===== src/rtl/leb128_pkg.sv =====
// Shared definitions for the LEB128 stream decoder and its helpers.
//   leb128_maxb(w) : bytes needed to carry a w-bit value (ceil(w/7))
//   leb128_lw(w)   : width of the byte-length field, clog2(maxb)+1
//   leb128_state_e : ACC collects chunks, DRAIN discards excess continuation bytes
package leb128_pkg;

    localparam int unsigned CONT_BIT = 7;
    localparam int unsigned CHUNK_W  = 7;

    typedef enum logic [0:0] {
        ACC,
        DRAIN
    } leb128_state_e;

    function automatic int unsigned leb128_maxb(input int unsigned w);
        return (w + CHUNK_W - 1) / CHUNK_W;
    endfunction

    function automatic int unsigned leb128_lw(input int unsigned w);
        return $clog2(leb128_maxb(w)) + 1;
    endfunction

endpackage


===== src/rtl/leb128_last_chunk_chk.sv =====
// Unused-bit check on the final (MAXB-1) chunk of a W-bit LEB128 value.
//   chunk_i : 7-bit payload of the last permitted byte
//   ovf_o   : 1 when the chunk carries bits that do not fit in W
// Unsigned: bits above the U used bits must be zero. Signed: those bits plus the
// top used bit must all match (valid sign extension). U = 7 leaves nothing to check.
module leb128_last_chunk_chk
    import leb128_pkg::*;
#(
    parameter int unsigned W      = 32,
    parameter bit          SIGNED = 1'b0
) (
    input  logic [6:0] chunk_i,
    output logic       ovf_o
);

    localparam int unsigned MAXB = leb128_maxb(W);
    localparam int          U    = int'(W - CHUNK_W * (MAXB - 1));

    always_comb begin
        ovf_o = 1'b0;
        for (int b = 0; b < int'(CHUNK_W); b++) begin
            if (!SIGNED && b >= U) begin
                ovf_o = ovf_o | chunk_i[b];
            end
            if (SIGNED && b >= U - 1) begin
                ovf_o = ovf_o | (chunk_i[b] ^ chunk_i[6]);
            end
        end
    end

endmodule


===== src/rtl/leb128_stream_unpack.sv =====
// Streaming LEB128 / SLEB128 decoder, one encoded byte per cycle.
//   clk, rst_n      : clock, async active-low reset
//   in_data_i       : encoded byte (bit 7 continuation, bits 6:0 chunk)
//   in_valid_i/in_ready_o   : input handshake; in_ready_o = !out_valid_o | out_ready_i
//   out_data_o      : decoded W-bit value
//   out_len_o       : bytes consumed minus one, saturating
//   out_err_o       : overflow or overlong encoding seen
//   out_valid_o/out_ready_i : registered result handshake
module leb128_stream_unpack
    import leb128_pkg::*;
#(
    parameter int unsigned W      = 32,
    parameter bit          SIGNED = 1'b0
) (
    input  logic                     clk,
    input  logic                     rst_n,
    input  logic [7:0]               in_data_i,
    input  logic                     in_valid_i,
    output logic                     in_ready_o,
    output logic [W-1:0]             out_data_o,
    output logic [leb128_lw(W)-1:0]  out_len_o,
    output logic                     out_err_o,
    output logic                     out_valid_o,
    input  logic                     out_ready_i
);

    localparam int unsigned MAXB     = leb128_maxb(W);
    localparam int unsigned LW       = leb128_lw(W);
    localparam logic [LW-1:0] CNT_MAX  = '1;
    localparam logic [LW-1:0] LAST_IDX = LW'(MAXB - 1);

    leb128_state_e  state_q, state_d;
    logic [W-1:0]   acc_q, acc_d;
    logic [LW-1:0]  cnt_q, cnt_d;
    logic           err_q, err_d;
    logic [W-1:0]   out_data_q, out_data_d;
    logic [LW-1:0]  out_len_q, out_len_d;
    logic           out_err_q, out_err_d;
    logic           out_valid_q, out_valid_d;

    logic           accept;
    logic           is_cont;
    logic [6:0]     chunk;
    logic           at_last;
    logic           last_ovf;
    logic [31:0]    shamt;
    logic [31:0]    fill_shamt;
    logic [W-1:0]   acc_upd;
    logic           err_upd;
    logic [W-1:0]   fill;
    logic [LW-1:0]  cnt_inc;

    assign in_ready_o = !out_valid_q || out_ready_i;
    assign accept     = in_valid_i && in_ready_o;
    assign is_cont    = in_data_i[CONT_BIT];
    assign chunk      = in_data_i[CHUNK_W-1:0];
    assign at_last    = (state_q == ACC) && (cnt_q == LAST_IDX);
    assign shamt      = CHUNK_W * 32'(cnt_q);
    assign fill_shamt = CHUNK_W * (32'(cnt_q) + 32'd1);

    leb128_last_chunk_chk #(
        .W      (W),
        .SIGNED (SIGNED)
    ) u_last_chk (
        .chunk_i (chunk),
        .ovf_o   (last_ovf)
    );

    // State register
    always_ff @(posedge clk or negedge rst_n) begin
        if (!rst_n) begin
            state_q <= ACC;
        end else begin
            state_q <= state_d;
        end
    end

    // Next-state logic
    always_comb begin
        state_d = state_q;
        if (accept) begin
            case (state_q)
                ACC:     if (is_cont && at_last) state_d = DRAIN;
                DRAIN:   if (!is_cont) state_d = ACC;
                default: state_d = ACC;
            endcase
        end
    end

    // Datapath / output next-state logic
    always_comb begin
        acc_upd = acc_q;
        err_upd = err_q;
        if (state_q == ACC) begin
            // acc above chunk n is still zero, so OR places the chunk; the shift truncates at W-1
            acc_upd = acc_q | (W'(chunk) << shamt);
            if (at_last) begin
                err_upd = err_q | last_ovf | is_cont;
            end
        end

        // Sign fill above the terminating chunk; shift >= W yields zero for a full-width value
        fill = '0;
        if (SIGNED && (state_q == ACC) && chunk[6]) begin
            fill = {W{1'b1}} << fill_shamt;
        end

        cnt_inc = (cnt_q == CNT_MAX) ? cnt_q : cnt_q + 1'b1;

        acc_d       = acc_q;
        cnt_d       = cnt_q;
        err_d       = err_q;
        out_data_d  = out_data_q;
        out_len_d   = out_len_q;
        out_err_d   = out_err_q;
        out_valid_d = out_valid_q && !out_ready_i;

        if (accept) begin
            if (is_cont) begin
                acc_d = acc_upd;
                cnt_d = cnt_inc;
                err_d = err_upd;
            end else begin
                out_valid_d = 1'b1;
                out_data_d  = acc_upd | fill;
                out_len_d   = cnt_q;
                out_err_d   = err_upd;
                acc_d       = '0;
                cnt_d       = '0;
                err_d       = 1'b0;
            end
        end
    end

    always_ff @(posedge clk or negedge rst_n) begin
        if (!rst_n) begin
            acc_q       <= '0;
            cnt_q       <= '0;
            err_q       <= 1'b0;
            out_data_q  <= '0;
            out_len_q   <= '0;
            out_err_q   <= 1'b0;
            out_valid_q <= 1'b0;
        end else begin
            acc_q       <= acc_d;
            cnt_q       <= cnt_d;
            err_q       <= err_d;
            out_data_q  <= out_data_d;
            out_len_q   <= out_len_d;
            out_err_q   <= out_err_d;
            out_valid_q <= out_valid_d;
        end
    end

    assign out_data_o  = out_data_q;
    assign out_len_o   = out_len_q;
    assign out_err_o   = out_err_q;
    assign out_valid_o = out_valid_q;

endmodule


===== config.mk =====
export PLATFORM = sky130hd
export DESIGN_NAME = leb128_stream_unpack
export DESIGN_NICKNAME = d
export VERILOG_FILES = /design/src/rtl/leb128_pkg.sv /design/src/rtl/leb128_last_chunk_chk.sv /design/src/rtl/leb128_stream_unpack.sv
export SDC_FILE = /design/constraint.sdc
export NUM_CORES = 1
export LEC_CHECK = 0
export ABC_AREA = 0
export CAP_MARGIN = 25
export CORE_ASPECT_RATIO = 0.6
export CORE_UTILIZATION = 40
export CTS_BUF_LIST = sky130_fd_sc_hd__clkbuf_2 sky130_fd_sc_hd__clkbuf_4 sky130_fd_sc_hd__clkbuf_8
export CTS_CLUSTER_SIZE = 24
export DETAILED_ROUTE_END_ITERATION = 10
export HOLD_SLACK_MARGIN = 0.03
export PLACE_DENSITY = 0.67
export REMOVE_ABC_BUFFERS = 1
export SLEW_MARGIN = 20
export SYNTH_ARGS = -nofsm -noshare
export SYNTH_HDL_FRONTEND = slang
export SYNTH_SLANG_ARGS = --single-unit

===== constraint.sdc =====
create_clock -name clk -period 1.6 [get_ports clk]
set_input_delay 0.32 -clock clk [delete_from_list [all_inputs] [get_ports clk]]
set_output_delay 0.32 -clock clk [all_outputs]
set_load 0.01 [all_outputs]

==> results of run 1 <==
cells in the final DEF (no fill, tap or decap), drive strengths merged, types with 2 or more instances in the layout:
cell type and n:
dfrtp 76, clkdlybuf4s50 10, ha 2, o2bb2ai 32
nor3 34, nand2b 3, mux2 3, dlymetal6s2s 23
bufinv 3, nor2b 4, a31oi 3, buf 46
clkbuf 12, a2bb2oi 33, inv 5, nand3 36
nand4 5, dlygate4sd2 15, nand2 3, a21oi 2
o21ai 13, nor2 3
layout make-up:
cell class	count	area [sq um]	share of cell area
repair buffers	96	932.1	0.2037
flip-flops and latches	76	1902	0.4156
multi-input cells	183	1331	0.2909
clock inverters	4	95.09	0.02078
inverters	5	21.27	0.004649
well taps	108	135.1	0.02953
clock buffers	12	158.9	0.03473
state kept, by name (all words and copies together), names as in the netlist:
register     count
out_data_o      32
state_q          1
acc_q           32
err_q            1
out_valid_o      1
out_err_o        1
out_len_o        4
cnt_q            4
routing by layer:
metal / GRT usage / vias to the layer above / routed length (um)
met2: 0.3035 / 96 / 3729
met4: 0.07407 / 0 / 104
met5: 0 / - / 0
met3: 0.06910 / 14 / 620
met1: 0.3506 / 1372 / 4522
li1: - / 1275 / -
logic make-up (layout without fill, tap and decap cells):
| family | count (synthesis) | after routing | synth area share |
|---|---|---|---|
| fa+ha+maj | 2 | 2 | 0.007360 |
| flops | 76 | 76 | 0.5594 |
| buf+inv | 32 | 117 | 0.05815 |
| mux | 3 | 3 | 0.01215 |
| compound gates | 87 | 87 | 0.2054 |
| simple gates | 91 | 91 | 0.1575 |
how the worst max path moves through the flow:
stage	startpoint	end	slack, ps	cells past startpoint
6_report	out_data_o[10]	out_data_o[10]	40	1
5_1_grt	cnt_q[0]	out_data_o[17]	-10	5
4_1_cts	out_data_o[19]	out_data_o[19]	2	1
3_5_place_dp	out_ready_i	acc_q[21]	-250	5
3_3_place_gp	out_ready_i	in_ready_o	-200	4
2_1_floorplan	out_valid_o	out_len_o[3]	-1570	4
what timing repair did:
item | in CTS | in global routing
resized for setup | 16 | 28
endpoints found under the hold margin | 13 | 0
setup endpoints to repair | 15 | 35
hold buffers | 1 | 0
gates cloned | 0 | 0
power groups by stage:
stage,Sequential (mW),Combinational (mW),Clock (mW)
2_1_floorplan,2.66,0.685,0
3_3_place_gp,2.59,1.70,0
3_5_place_dp,2.59,1.72,0
4_1_cts,2.56,1.68,1.89
5_1_grt,2.60,1.80,1.97
6_report,2.56,1.65,1.85
==> metrics.md, run 1 <==
| Metric | Value |
|---|---|
| Result of the run | finished clean |
| Drt pass-1 iters | 4 |
| Worst VDD drop | 0.7921 mV |
| Critical path type | flop to primary output |
| Worst Setup End Kind | primary output |
| Sequential share of power | 0.422 |
| Setup Skew | 8.515 ps |
| I/O Pins | 51 |
| Yosys reg bits | 76 |
| Comb pwr share | 0.272 |
| CP Buf/Inv Count | 1 |
| Initial DRC Count | 257 |
| Post-Route Utilization | 0.5692 |
| # fillers | 687 |
| Reg2reg setup slack | 70 ps |
| Syn. warnings | 0 |
| Fraction of layout cells with a size suffix above 1 | 0.2048 |
| HPWL Detailed | 6023 um |
| Nature of the critical path startpoint | flop |
| Leakage | 2.175 nW |
| Nets | 385 |
| Setup violations, final | 0 |
| Hold WC Path Type | primary input to async pin |
| Tcrit/Tclk final | 0.9764 |
| Synthesized area | 3400 sq um |
| Sequential element share of the synthesized area | 0.5594 |
| H-tree levels | 3 |
| CP top delay family | buffers and inverters |
| CTS tree | built |
| Initial core utilization | 0.4229 |
| Final hold violations | 0 |
| Vias in the first global route | 2688 |
| Max Cap Violations | 0 |
| CTS root buf | clkbuf_8 |
| Die Area | 8884 sq um |
| Syn Area/Cell | 11.68 sq um |
| Wirelength per Cell | 18.55 um |
| Placed cell count | 467 |
| IO buf count | 50 |
| Core Footprint | 8039 sq um |
| Largest cells by area after synthesis | dfrtp_1 (56%), a2bb2oi_1 (8.5%), o2bb2ai_1 (8.2%) |
| Crit path time final | 1562 ps |
| RSZ-0062 raised after global routing | yes |
| First-pass GRT wire length | 14800 um |
| Site row count | 25 |
| Post CTS Setup Buffer Count | 0 |
| Final WL | 8977 um |
| Sw frac | 0.2897 |
| DRT antenna net count | 0 |
| Clock transition at the registers of the reported paths | 70 ps |
| Critical path arrival | 1240 ps |
| Commonest cells in the netlist | dfrtp_1 (76), nand3_1 (35), a2bb2oi_1 (33), nor3_1 (33), o2bb2ai_1 (32) |
| Max Root-Sink Buffers | 2 |
| Worst path cell trace | clkdlybuf4s50_1 |
| Slew Limit Headroom | 0.7544 |
| Vias | 2757 |
| Post-synthesis cell count | 291 |
| Crit-path max cell delay | 530 ps |
| R2r endpoint | out_data_o[14] |
| Hold slack | 387.9 ps |
| Tightest Pin Transition | 367.6 ps |
| Worst R2R Path Depth | 5 |
| Slowest cell on crit path | clkdlybuf4s50_1 |
| Tot Pwr | 6.055 mW |
| Layout Cells excl Fill | 484 |
| Count leader, synth | dfrtp_1 |
| Area growth from synthesis to layout | 34.60% |
| Number of buffers created by CTS | 9 |
| Inserted Diodes | 0 |
| Largest net degree at the start of global routing | 64 |
| Global route overflow | 0 |
| Unique masters post-synth | 36 |
| Post-route DRC | 0 |
| Clk sinks | 76 |
| P_sw | 1.754 mW |
| Post-synth EDFFs | 0 |
| Final setup TNS | 0 ps |
| Initial antenna violation count | 0 |
| Die Y | 73.41 um |
| Die width | 121.0 um |
| Fin. max-slew vios | 0 |
| DR vias/cell | 5.696 |
| Critical Path Fanout Max | 2 |
| Post-DP Area | 4249 sq um |
| Cell taking the most area after synthesis | dfrtp_1 |
| Final Cell Area | 4576 sq um |
| Final worst slack | 37.76 ps |
| Top cell type's share of synthesized area | 0.5594 |
| Pint | 4.301 mW |
| Total Routing Usage GR | 0.2293 |
| Skew-Pair Late Insertion Delay | 360 ps |
| GP Congestion | 0.8152 |
| Reg2reg start | cnt_q[0] |
| Clock power frac | 0.306 |
| CP required | 1280 ps |
| Cell Pwr Density | 1323 nW/um^2 |
| Max Freq | 0.6401 GHz |
| Post-Place Worst Slack | -248.2 ps |
| FFs w/ async S/R, synth | 1.000 |
| Synth Flop Type | dfrtp_1 |
(Power assumes the default switching activity.)
==> run 2, diff against run 1 <==
Settings changed: SETUP_SLACK_MARGIN from default to 0.05.
==> run 2 against run 1 <==
Effect of this change:
- clock-buffer cell count stayed put
- clock skew is 3.1 ps higher
- final area is 1.8% lower
- largest power group unchanged
- highest routed layer unchanged
==> metrics.md, run 2 (same netlist as run 1, synthesis figures left out) <==
| Metric | Value |
|---|---|
| Drt pass-1 iters | 4 |
| Global route overflow | 0 |
| Final hold violations | 0 |
| Setup violations, final | 0 |
| Max Freq | 0.6672 GHz |
| M1 wire length | 4628 um |
| Sw frac | 0.2946 |
| Clock transition at the registers of the reported paths | 80 ps |
| Worst VDD drop | 0.7770 mV |
| Initial DRC Count | 255 |
| Fraction of layout cells with a size suffix above 1 | 0.2154 |
| Pint | 4.240 mW |
| Result of the run | finished clean |
| Tot Pwr | 6.011 mW |
| # fillers | 704 |
| Nature of the critical path startpoint | flop |
| Initial core utilization | 0.4229 |
| Most frequent cells in the layout | dfrtp_1 (75), buf_4 (41), dlygate4sd2_1 (39) |
| Vias in the first global route | 2689 |
| Comb pwr share | 0.266 |
| Routed wl met2 | 3726 um |
| Wirelength per Cell | 18.69 um |
| Top Layer Used | met4 |
| Post-Route Utilization | 0.5589 |
| Post CTS Setup Buffer Count | 0 |
| Slowest cell on crit path | dfrtp_1 |
| Initial antenna violation count | 0 |
| Final WL | 9046 um |
| Area of the multi-input gates | 1340 sq um |
| Leakage | 1.988 nW |
| P_sw | 1.771 mW |
| Crit path time final | 1499 ps |
| Post-Place Worst Slack | -248.2 ps |
| Tcrit/Tclk final | 0.9368 |
| HPWL Detailed | 6023 um |
| Die Y | 73.41 um |
| First-pass GRT wire length | 14800 um |
| IO buf count | 50 |
| Clk sinks | 76 |
| Total Routing Usage GR | 0.2293 |
| Number of buffers created by CTS | 9 |
| Worst path cell trace | nor3_2, buf_4, nand4_2, o2bb2ai_1 |
| I/O Pins | 51 |
| Nets | 385 |
| DR vias/cell | 5.754 |
| Die Area | 8884 sq um |
| Inserted Diodes | 0 |
| Cell Pwr Density | 1338 nW/um^2 |
| RSZ-0062 raised after global routing | yes |
| Largest net degree at the start of global routing | 64 |
| Met3 WL post-DR | 574 um |
| Worst R2R Path Depth | 4 |
| Tightest Pin Transition | 371.4 ps |
| Most common cell after layout, fill and taps aside | dfrtp_1 |
| Core Footprint | 8039 sq um |
| Slew Limit Headroom | 0.7524 |
| Critical path type | flop to flop |
| Critical path arrival | 1770 ps |
| H-tree levels | 3 |
| Setup Skew | 11.65 ps |
| Worst Setup End Kind | flop |
| Clock power frac | 0.309 |
| Crit-path max cell delay | 500 ps |
| Final worst slack | 101.1 ps |
| FF+latch area | 1903 sq um |
| CTS tree | built |
| Max Root-Sink Buffers | 2 |
| CP required | 1880 ps |
| GP Congestion | 0.8152 |
| Site row count | 25 |
| Area growth from synthesis to layout | 32.17% |
| CTS root buf | clkbuf_8 |
| Fin. max-slew vios | 0 |
| Hold WC Path Type | primary input to async pin |
| DRT antenna net count | 0 |
| Final Cell Area | 4493 sq um |
| Skew-Pair Late Insertion Delay | 370 ps |
| Vias | 2785 |
| Reg2reg setup slack | 100 ps |
| Max Cap Violations | 0 |
| Die width | 121.0 um |
| Critical Path Fanout Max | 7 |
| Hold slack | 387.5 ps |
| Post-DP Area | 4249 sq um |
| Post-route DRC | 0 |
| Sequential share of power | 0.426 |
[run 2: cell count changes in the layout (fill, tap and decap cells not counted), sizes merged]
cell and change:
clkdlybuf4s15 -1, dlygate4sd2 +24, clkdlybuf4s50 -1, dlymetal6s2s -23
clkbuf +1
[run 2: what timing repair did]
item / CTS / global route
hold endpoints to repair: 13 / 0
gates cloned: 0 / 0
resized for setup: 43 / 6
hold buffers: 1 / 0
endpoints found under the setup margin: 45 / 26
[run 2: routing by layer]
| layer | track usage | up-vias |
|---|---|---|
| met5 | 0 | - |
| met4 | 0.07407 | 0 |
| met3 | 0.06677 | 15 |
| met2 | 0.3041 | 100 |
| met1 | 0.3516 | 1393 |
| li1 | - | 1277 |
[run 2: critical path, delay by kind of cell (launching register included)]
kind	cells	cell delay, ps
simple gates	2	480
flops	1	500
compound gates	1	250
buf+inv	1	180
[run 2: metrics by stage]
stage | cells | TNS [ps]
after floorplan | 264 | -97760
after global placement | 467 | -9575
after detailed placement | 467 | -12080
after CTS | 484 | 0
after global routing | 484 | 0
final | 484 | 0
[run 2: layout make-up]
| cell class | instances | area share |
|---|---|---|
| clock inverters | 4 | 0.02116 |
| clock buffers | 12 | 0.03537 |
| well taps | 108 | 0.03008 |
| flip-flops and latches | 76 | 0.4236 |
| repair buffers | 96 | 0.1869 |
| multi-input cells | 183 | 0.2982 |
| inverters | 5 | 0.004734 |
[run 2: path summary, 6_finish.rpt]
path                       startpoint             to
min                             rst_n   out_len_o[3]
max in group asynchronous       rst_n  out_data_o[8]
min reg2reg                 acc_q[10]      acc_q[10]
min in group clk            acc_q[10]      acc_q[10]
max reg2reg                   state_q      acc_q[21]
max                           state_q      acc_q[21]
[run 2: power by group through the flow]
stage	registers, mW	clock network [mW]	logic, mW
final	2.56	1.86	1.60
after detailed placement	2.59	0	1.72
after floorplan	2.66	0	0.685
after global routing	2.60	1.97	1.74
after global placement	2.59	0	1.70
after CTS	2.55	1.89	1.59
